## src/rtl/regfile_pkg.sv

```systemverilog
// Shared definitions for the register file bank.
//   DEFAULT_DATA_WIDTH / DEFAULT_NUM_REGS : default geometry of the bank
//   reg_addr_t : widest register index the bank supports (up to 64 entries)
//   in_range   : true when an index addresses an implemented register
package regfile_pkg;

   localparam int DEFAULT_DATA_WIDTH = 32;
   localparam int DEFAULT_NUM_REGS   = 16;
   localparam int MAX_ADDR_WIDTH     = 6;

   typedef logic [MAX_ADDR_WIDTH-1:0] reg_addr_t;

   function automatic logic in_range(input reg_addr_t addr, input int num_regs);
      return (int'({{(32-MAX_ADDR_WIDTH){1'b0}}, addr}) < num_regs);
   endfunction

endpackage

```

## src/rtl/register_file_bank_scoreboard.sv

```systemverilog
// Busy scoreboard for the register file bank: one pending-result bit per
// register. A write clears the bit of its target; a reservation sets it,
// and a reservation wins over a write to the same index in the same cycle.
// busy_a / busy_b are combinational lookups of the current scoreboard state.
// Optional build macro: REG_ZERO_EN (index 0 can never become busy).
// Ports:
//   clock, clear              : rising-edge clock, async active-high reset
//   wr_en, wr_addr            : completing write (clears busy)
//   rsv_en, rsv_addr          : reservation (sets busy)
//   rd_addr_a, rd_addr_b      : lookup indices
//   busy_a, busy_b            : busy bit of each lookup index
//   busy_vec                  : full scoreboard state
module regfile_scoreboard
   import regfile_pkg::*;
#(
   parameter int NUM_REGS   = DEFAULT_NUM_REGS,
   parameter int ADDR_WIDTH = $clog2(NUM_REGS)
) (
   input  logic                  clock,
   input  logic                  clear,
   input  logic                  wr_en,
   input  logic [ADDR_WIDTH-1:0] wr_addr,
   input  logic                  rsv_en,
   input  logic [ADDR_WIDTH-1:0] rsv_addr,
   input  logic [ADDR_WIDTH-1:0] rd_addr_a,
   input  logic [ADDR_WIDTH-1:0] rd_addr_b,
   output logic                  busy_a,
   output logic                  busy_b,
   output logic [NUM_REGS-1:0]   busy_vec
);

`ifdef REG_ZERO_EN
   localparam bit ZERO_EN = 1'b1;
`else
   localparam bit ZERO_EN = 1'b0;
`endif

   logic [NUM_REGS-1:0] busy_q;
   logic [NUM_REGS-1:0] busy_next;

   always_comb begin
      busy_next = busy_q;
      if (wr_en && in_range(reg_addr_t'(wr_addr), NUM_REGS))
         busy_next[wr_addr] = 1'b0;
      // Applied after the clear so a same-index reservation takes priority.
      if (rsv_en && in_range(reg_addr_t'(rsv_addr), NUM_REGS))
         busy_next[rsv_addr] = 1'b1;
      if (ZERO_EN)
         busy_next[0] = 1'b0;
   end

   always_ff @(posedge clock or posedge clear) begin
      if (clear)
         busy_q <= '0;
      else
         busy_q <= busy_next;
   end

   always_comb begin
      busy_a = 1'b0;
      busy_b = 1'b0;
      if (in_range(reg_addr_t'(rd_addr_a), NUM_REGS))
         busy_a = busy_q[rd_addr_a];
      if (in_range(reg_addr_t'(rd_addr_b), NUM_REGS))
         busy_b = busy_q[rd_addr_b];
   end

   assign busy_vec = busy_q;

endmodule

```

## src/rtl/register_file_bank.sv

```systemverilog
// Parametrised register bank: NUM_REGS registers of DATA_WIDTH bits, one
// write port, two registered read ports sharing one read strobe, and
// write-to-read bypass so a read in the same cycle as a write to the same
// index returns the new data. A busy scoreboard tracks pending results.
// Optional build macro: REG_ZERO_EN (register 0 hardwired to zero).
// Ports:
//   clock, clear              : rising-edge clock, async active-high reset
//   wr_en, wr_addr, wr_data   : write port
//   rd_en                     : read strobe for both ports
//   rd_addr_a, rd_addr_b      : read indices
//   rd_data_a, rd_data_b      : registered read data (1-cycle latency)
//   rsv_en, rsv_addr          : mark a register as pending
//   busy_a, busy_b            : busy bit of rd_addr_a / rd_addr_b
//   busy_vec                  : full scoreboard state
module register_file_bank
   import regfile_pkg::*;
#(
   parameter int          DATA_WIDTH = DEFAULT_DATA_WIDTH,
   parameter int          NUM_REGS   = DEFAULT_NUM_REGS,
   parameter int          ADDR_WIDTH = $clog2(NUM_REGS),
   parameter logic [31:0] INIT       = 32'h0
) (
   input  logic                  clock,
   input  logic                  clear,
   input  logic                  wr_en,
   input  logic [ADDR_WIDTH-1:0] wr_addr,
   input  logic [DATA_WIDTH-1:0] wr_data,
   input  logic                  rd_en,
   input  logic [ADDR_WIDTH-1:0] rd_addr_a,
   input  logic [ADDR_WIDTH-1:0] rd_addr_b,
   output logic [DATA_WIDTH-1:0] rd_data_a,
   output logic [DATA_WIDTH-1:0] rd_data_b,
   input  logic                  rsv_en,
   input  logic [ADDR_WIDTH-1:0] rsv_addr,
   output logic                  busy_a,
   output logic                  busy_b,
   output logic [NUM_REGS-1:0]   busy_vec
);

`ifdef REG_ZERO_EN
   localparam bit ZERO_EN = 1'b1;
`else
   localparam bit ZERO_EN = 1'b0;
`endif

   localparam logic [DATA_WIDTH-1:0] INIT_VAL = DATA_WIDTH'(INIT);

   logic [DATA_WIDTH-1:0] mem [NUM_REGS];
   logic                  wr_ok;
   logic [DATA_WIDTH-1:0] next_a;
   logic [DATA_WIDTH-1:0] next_b;

   assign wr_ok = wr_en && in_range(reg_addr_t'(wr_addr), NUM_REGS)
                  && !(ZERO_EN && (wr_addr == '0));

   // With REG_ZERO_EN, entry 0 resets to zero and is never written, so it
   // reduces to a constant and no storage remains for it.
   always_ff @(posedge clock or posedge clear) begin
      if (clear) begin
         for (int i = 0; i < NUM_REGS; i++)
            mem[i] <= (ZERO_EN && (i == 0)) ? '0 : INIT_VAL;
      end else if (wr_ok) begin
         mem[wr_addr] <= wr_data;
      end
   end

   always_comb begin
      next_a = '0;
      next_b = '0;
      if (in_range(reg_addr_t'(rd_addr_a), NUM_REGS) && !(ZERO_EN && (rd_addr_a == '0))) begin
         if (wr_ok && (wr_addr == rd_addr_a))
            next_a = wr_data;
         else
            next_a = mem[rd_addr_a];
      end
      if (in_range(reg_addr_t'(rd_addr_b), NUM_REGS) && !(ZERO_EN && (rd_addr_b == '0))) begin
         if (wr_ok && (wr_addr == rd_addr_b))
            next_b = wr_data;
         else
            next_b = mem[rd_addr_b];
      end
   end

   always_ff @(posedge clock or posedge clear) begin
      if (clear) begin
         rd_data_a <= '0;
         rd_data_b <= '0;
      end else if (rd_en) begin
         rd_data_a <= next_a;
         rd_data_b <= next_b;
      end
   end

   regfile_scoreboard #(
      .NUM_REGS   (NUM_REGS),
      .ADDR_WIDTH (ADDR_WIDTH)
   ) u_scoreboard (
      .clock     (clock),
      .clear     (clear),
      .wr_en     (wr_en),
      .wr_addr   (wr_addr),
      .rsv_en    (rsv_en),
      .rsv_addr  (rsv_addr),
      .rd_addr_a (rd_addr_a),
      .rd_addr_b (rd_addr_b),
      .busy_a    (busy_a),
      .busy_b    (busy_b),
      .busy_vec  (busy_vec)
   );

endmodule

```

## config.mk

```make
export PLATFORM = sky130hd
export DESIGN_NAME = register_file_bank
export DESIGN_NICKNAME = d
export VERILOG_FILES = /design/src/rtl/regfile_pkg.sv /design/src/rtl/register_file_bank_scoreboard.sv /design/src/rtl/register_file_bank.sv
export SDC_FILE = /design/constraint.sdc
export NUM_CORES = 2
export LEC_CHECK = 0
export ABC_AREA = 0
export BUFFER_PORTS_ARGS = -buffer_cell sky130_fd_sc_hd__buf_4
export CELL_PAD_IN_SITES_DETAIL_PLACEMENT = 0
export CELL_PAD_IN_SITES_GLOBAL_PLACEMENT = 1
export CORE_ASPECT_RATIO = 0.9
export CORE_UTILIZATION = 55
export DETAILED_ROUTE_END_ITERATION = 8
export PLACE_DENSITY_LB_ADDON = 0.1
export SLEW_MARGIN = 5
export SYNTH_ARGS = -nofsm -noshare
export SYNTH_HDL_FRONTEND = slang
export SYNTH_SLANG_ARGS = --single-unit
```

## constraint.sdc

```tcl
create_clock -name clock -period 31.9 [get_ports clock]
set_clock_uncertainty 0.15 [all_clocks]
set_input_delay 6.38 -clock clock [delete_from_list [all_inputs] [get_ports clock]]
set_output_delay 6.38 -clock clock [all_outputs]
set_load 0.02 [all_outputs]
```

==> results.json <==
{
  "max_freq_mhz": 68.3,
  "yosys-top-cells-area": "dfrtp_1 (47%), mux2_2 (15%), mux4_2 (14%)",
  "cts.sinks": 592,
  "r2r-end": "rd_data_a[6]",
  "critPathSlowestCell": "mux4_2",
  "critPathCaptureType": "output pin",
  "synth_edf_count": 0,
  "fin_crit_ns": 14.65,
  "max_slew_margin_pct": 15.8,
  "drt-met1-wl_um": 38400,
  "met2WireLength_um": 43300,
  "p_switching_uw": 653,
  "netlist-cell-type-count": 38,
  "clkTransAtPathRegs_ns": 0.06,
  "crit_path_start_kind": "input pin",
  "overflow": 0,
  "path_class": "in2out",
  "grtUsageTotal_pct": 31.9,
  "rsz0062_at_grt": "no",
  "synth_top_area_cell": "dfrtp_1",
  "yosysWarnings": 0,
  "port_buffers": 134,
  "insertion_delay_ns": 0.64,
  "crit_chain": "buf_6 -> mux4_2 -> mux4_2 -> buf_4",
  "cpMostUsedCell": "mux4_2",
  "met3WireLength_um": 5800,
  "hold_depth": 1,
  "ys_seq_elements": 592,
  "hold_viol": 0,
  "die_h_um": 229,
  "cts_inserted_buffers": 61,
  "synth.top_cell.area_share_pct": 47.2,
  "wirelength_um": 90100,
  "p_seq_share_pct": 44.5,
  "detail_route.wl_per_cell_um": 30.4,
  "die_area_mm2": 0.0581,
  "floorplan.initialDensity_pct": 56.1,
  "cts_tree": "done",
  "antenna_found_initial": 2,
  "cts_root_buffer": "clkbuf_16",
  "mostFrequentLayoutCells": "dfrtp_1 (592), mux2_2 (427), mux4_2 (202)",
  "finalSetupTns_ns": 0,
  "reg2regPathDepth": 3,
  "synth_flop_cell": "dfrtp_1",
  "synth_cells": 2123,
  "die_w_um": 254,
  "grt_pass1_vias": 21200,
  "async_flop_share_pct": 100,
  "status": "finished clean",
  "fin_util_pct": 62.0,
  "timing.rr.start": "mem[454]",
  "min_to": "mem[280]",
  "drive_gt1_share_pct": 46.8,
  "max-vdd-ir-drop_mv": 0.0545,
  "ctsHoldBuffers": 0,
  "arrival_ns": 8.12,
  "critPathMaxStageDelay_ns": 0.57,
  "pwr-share-clk_pct": 33.0,
  "drt_first_pass_iters": 5,
  "cts_setup_buffers": 0,
  "fp-row-count": 82,
  "grt_max_degree": 166,
  "leakage_nw": 14.9,
  "gp_congestion": 0.788,
  "drtIter0Drc": 1615,
  "layout.nets": 2206,
  "via_count": 20100,
  "avgSynthCellArea_um2": 14.8,
  "setup_violations": 0,
  "tightest_slew_ns": 1.26,
  "drc": 0,
  "area_delta_synth_final_pct": 10.7,
  "hold_class": "reg2reg",
  "final_common_cell": "dfrtp_1",
  "grt_pass1_wl_um": 138000,
  "cap_violations": 0,
  "hpwl_um": 49600,
  "r2r_setup_slack_ns": 30.21,
  "internal_power_mw": 1.71,
  "path_max_fanout": 38,
  "synthesis.nets": 2176,
  "core_area_mm2": 0.0560,
  "post-route-period-util_pct": 45.9,
  "ant_nets": 0,
  "slew_viol_final": 0,
  "clock_path_buffers": 3,
  "worstPathRequired_ns": 25.37,
  "top_layer_used": "met5",
  "min-delay-start": "mem[280]",
  "syn_area_mm2": 0.0314,
  "cts_resized": 0,
  "power_frac_comb_pct": 22.5,
  "swShare_pct": 27.7,
  "vias_per_cell": 6.80,
  "htree_num_levels": 2,
  "io_pins": 135,
  "synth-seq-area-share_pct": 47.2,
  "powerDensity_mw_per_mm2": 67.9
}
==> stage by stage <==
stage	total power, mW	hold WS [ns]	setup WS [ns]	instances	instance area [um2]
final	2.36	0.351	17.25	2960	34800
after global routing	2.46	0.374	17.19	2960	34800
after CTS	2.37	0.355	17.23	2959	34800
after detailed placement	1.59	0.341	17.24	2846	32600
after global placement	1.56	0.329	17.26	2846	32600
after floorplan	1.44	0.320	8.80	2123	31400
==> sequential cells by signal, indices dropped and copies added (netlist names) <==
register,count
u_scoreboard.busy_vec,16
mem,512
rd_data_b,32
rd_data_a,32
==> critical path: cells and delay by family <==
family | cells | cell delay [ns]
mux | 2 | 1.09
buf+inv | 2 | 0.59
==> metal layers <==
layer	vias up	track usage [%]
met5	-	0
met4	2	9.90
met3	165	4.91
met2	738	50.6
met1	10900	45.4
li1	8332	-
==> cells by family (layout without fill, tap and decap cells) <==
group                  count (synthesis)  in the layout  synth area share [%]
flip-flops                           592            592                  47.2
XOR/XNOR                               8              8                 0.223
multiplexers                         906            906                  40.3
buffers and inverters                225            305                  4.20
AND/OR/NAND/NOR                      116            116                  1.87
AO/OA/AOI/OAI                        276            276                  6.26
other                                  0              1                     0
==> synth_stat cells (5+ instances only) <==
library cell	number
a31oi_1	64
nand2_1	78
clkbuf_1	80
buf_2	53
nor2_1	5
inv_1	9
mux2i_1	128
a221oi_1	64
mux2_1	62
buf_4	41
xnor2_1	8
buf_1	6
o32ai_1	66
buf_6	34
o21ai_0	74
nand3_1	5
dfrtp_1	592
mux4_2	202
mux2_2	427
mux2_4	87
==> layout make-up <==
type	count	area [um2]
antenna	1	2.50
clock buffer	82	1770
clock inverter	31	414
fill	4307	21300
inverter	11	48.8
multi-input combinational	1306	15400
sequential	592	14800
tap	756	946
timing repair buffer	181	1390
==> worst max-delay path by stage <==
stage               slack (ns)    startpoint  endpoint  depth (start not counted)
floorplan                 8.80         clear    mem[0]                          1
global placement         17.26  rd_addr_b[1]    busy_b                          4
detailed placement       17.24  rd_addr_b[1]    busy_b                          4
CTS                      17.23  rd_addr_b[1]    busy_b                          4
global route             17.19  rd_addr_b[1]    busy_b                          4
finish                   17.25  rd_addr_b[1]    busy_b                          4
==> power groups by stage <==
stage	Combinational, mW	Clock [mW]	Sequential, mW
after global placement	0.517	0	1.04
final	0.530	0.778	1.05
after floorplan	0.395	0	1.04
after CTS	0.533	0.791	1.05
after global routing	0.569	0.821	1.07
after detailed placement	0.532	0	1.06
(Power assumes the default switching activity.)
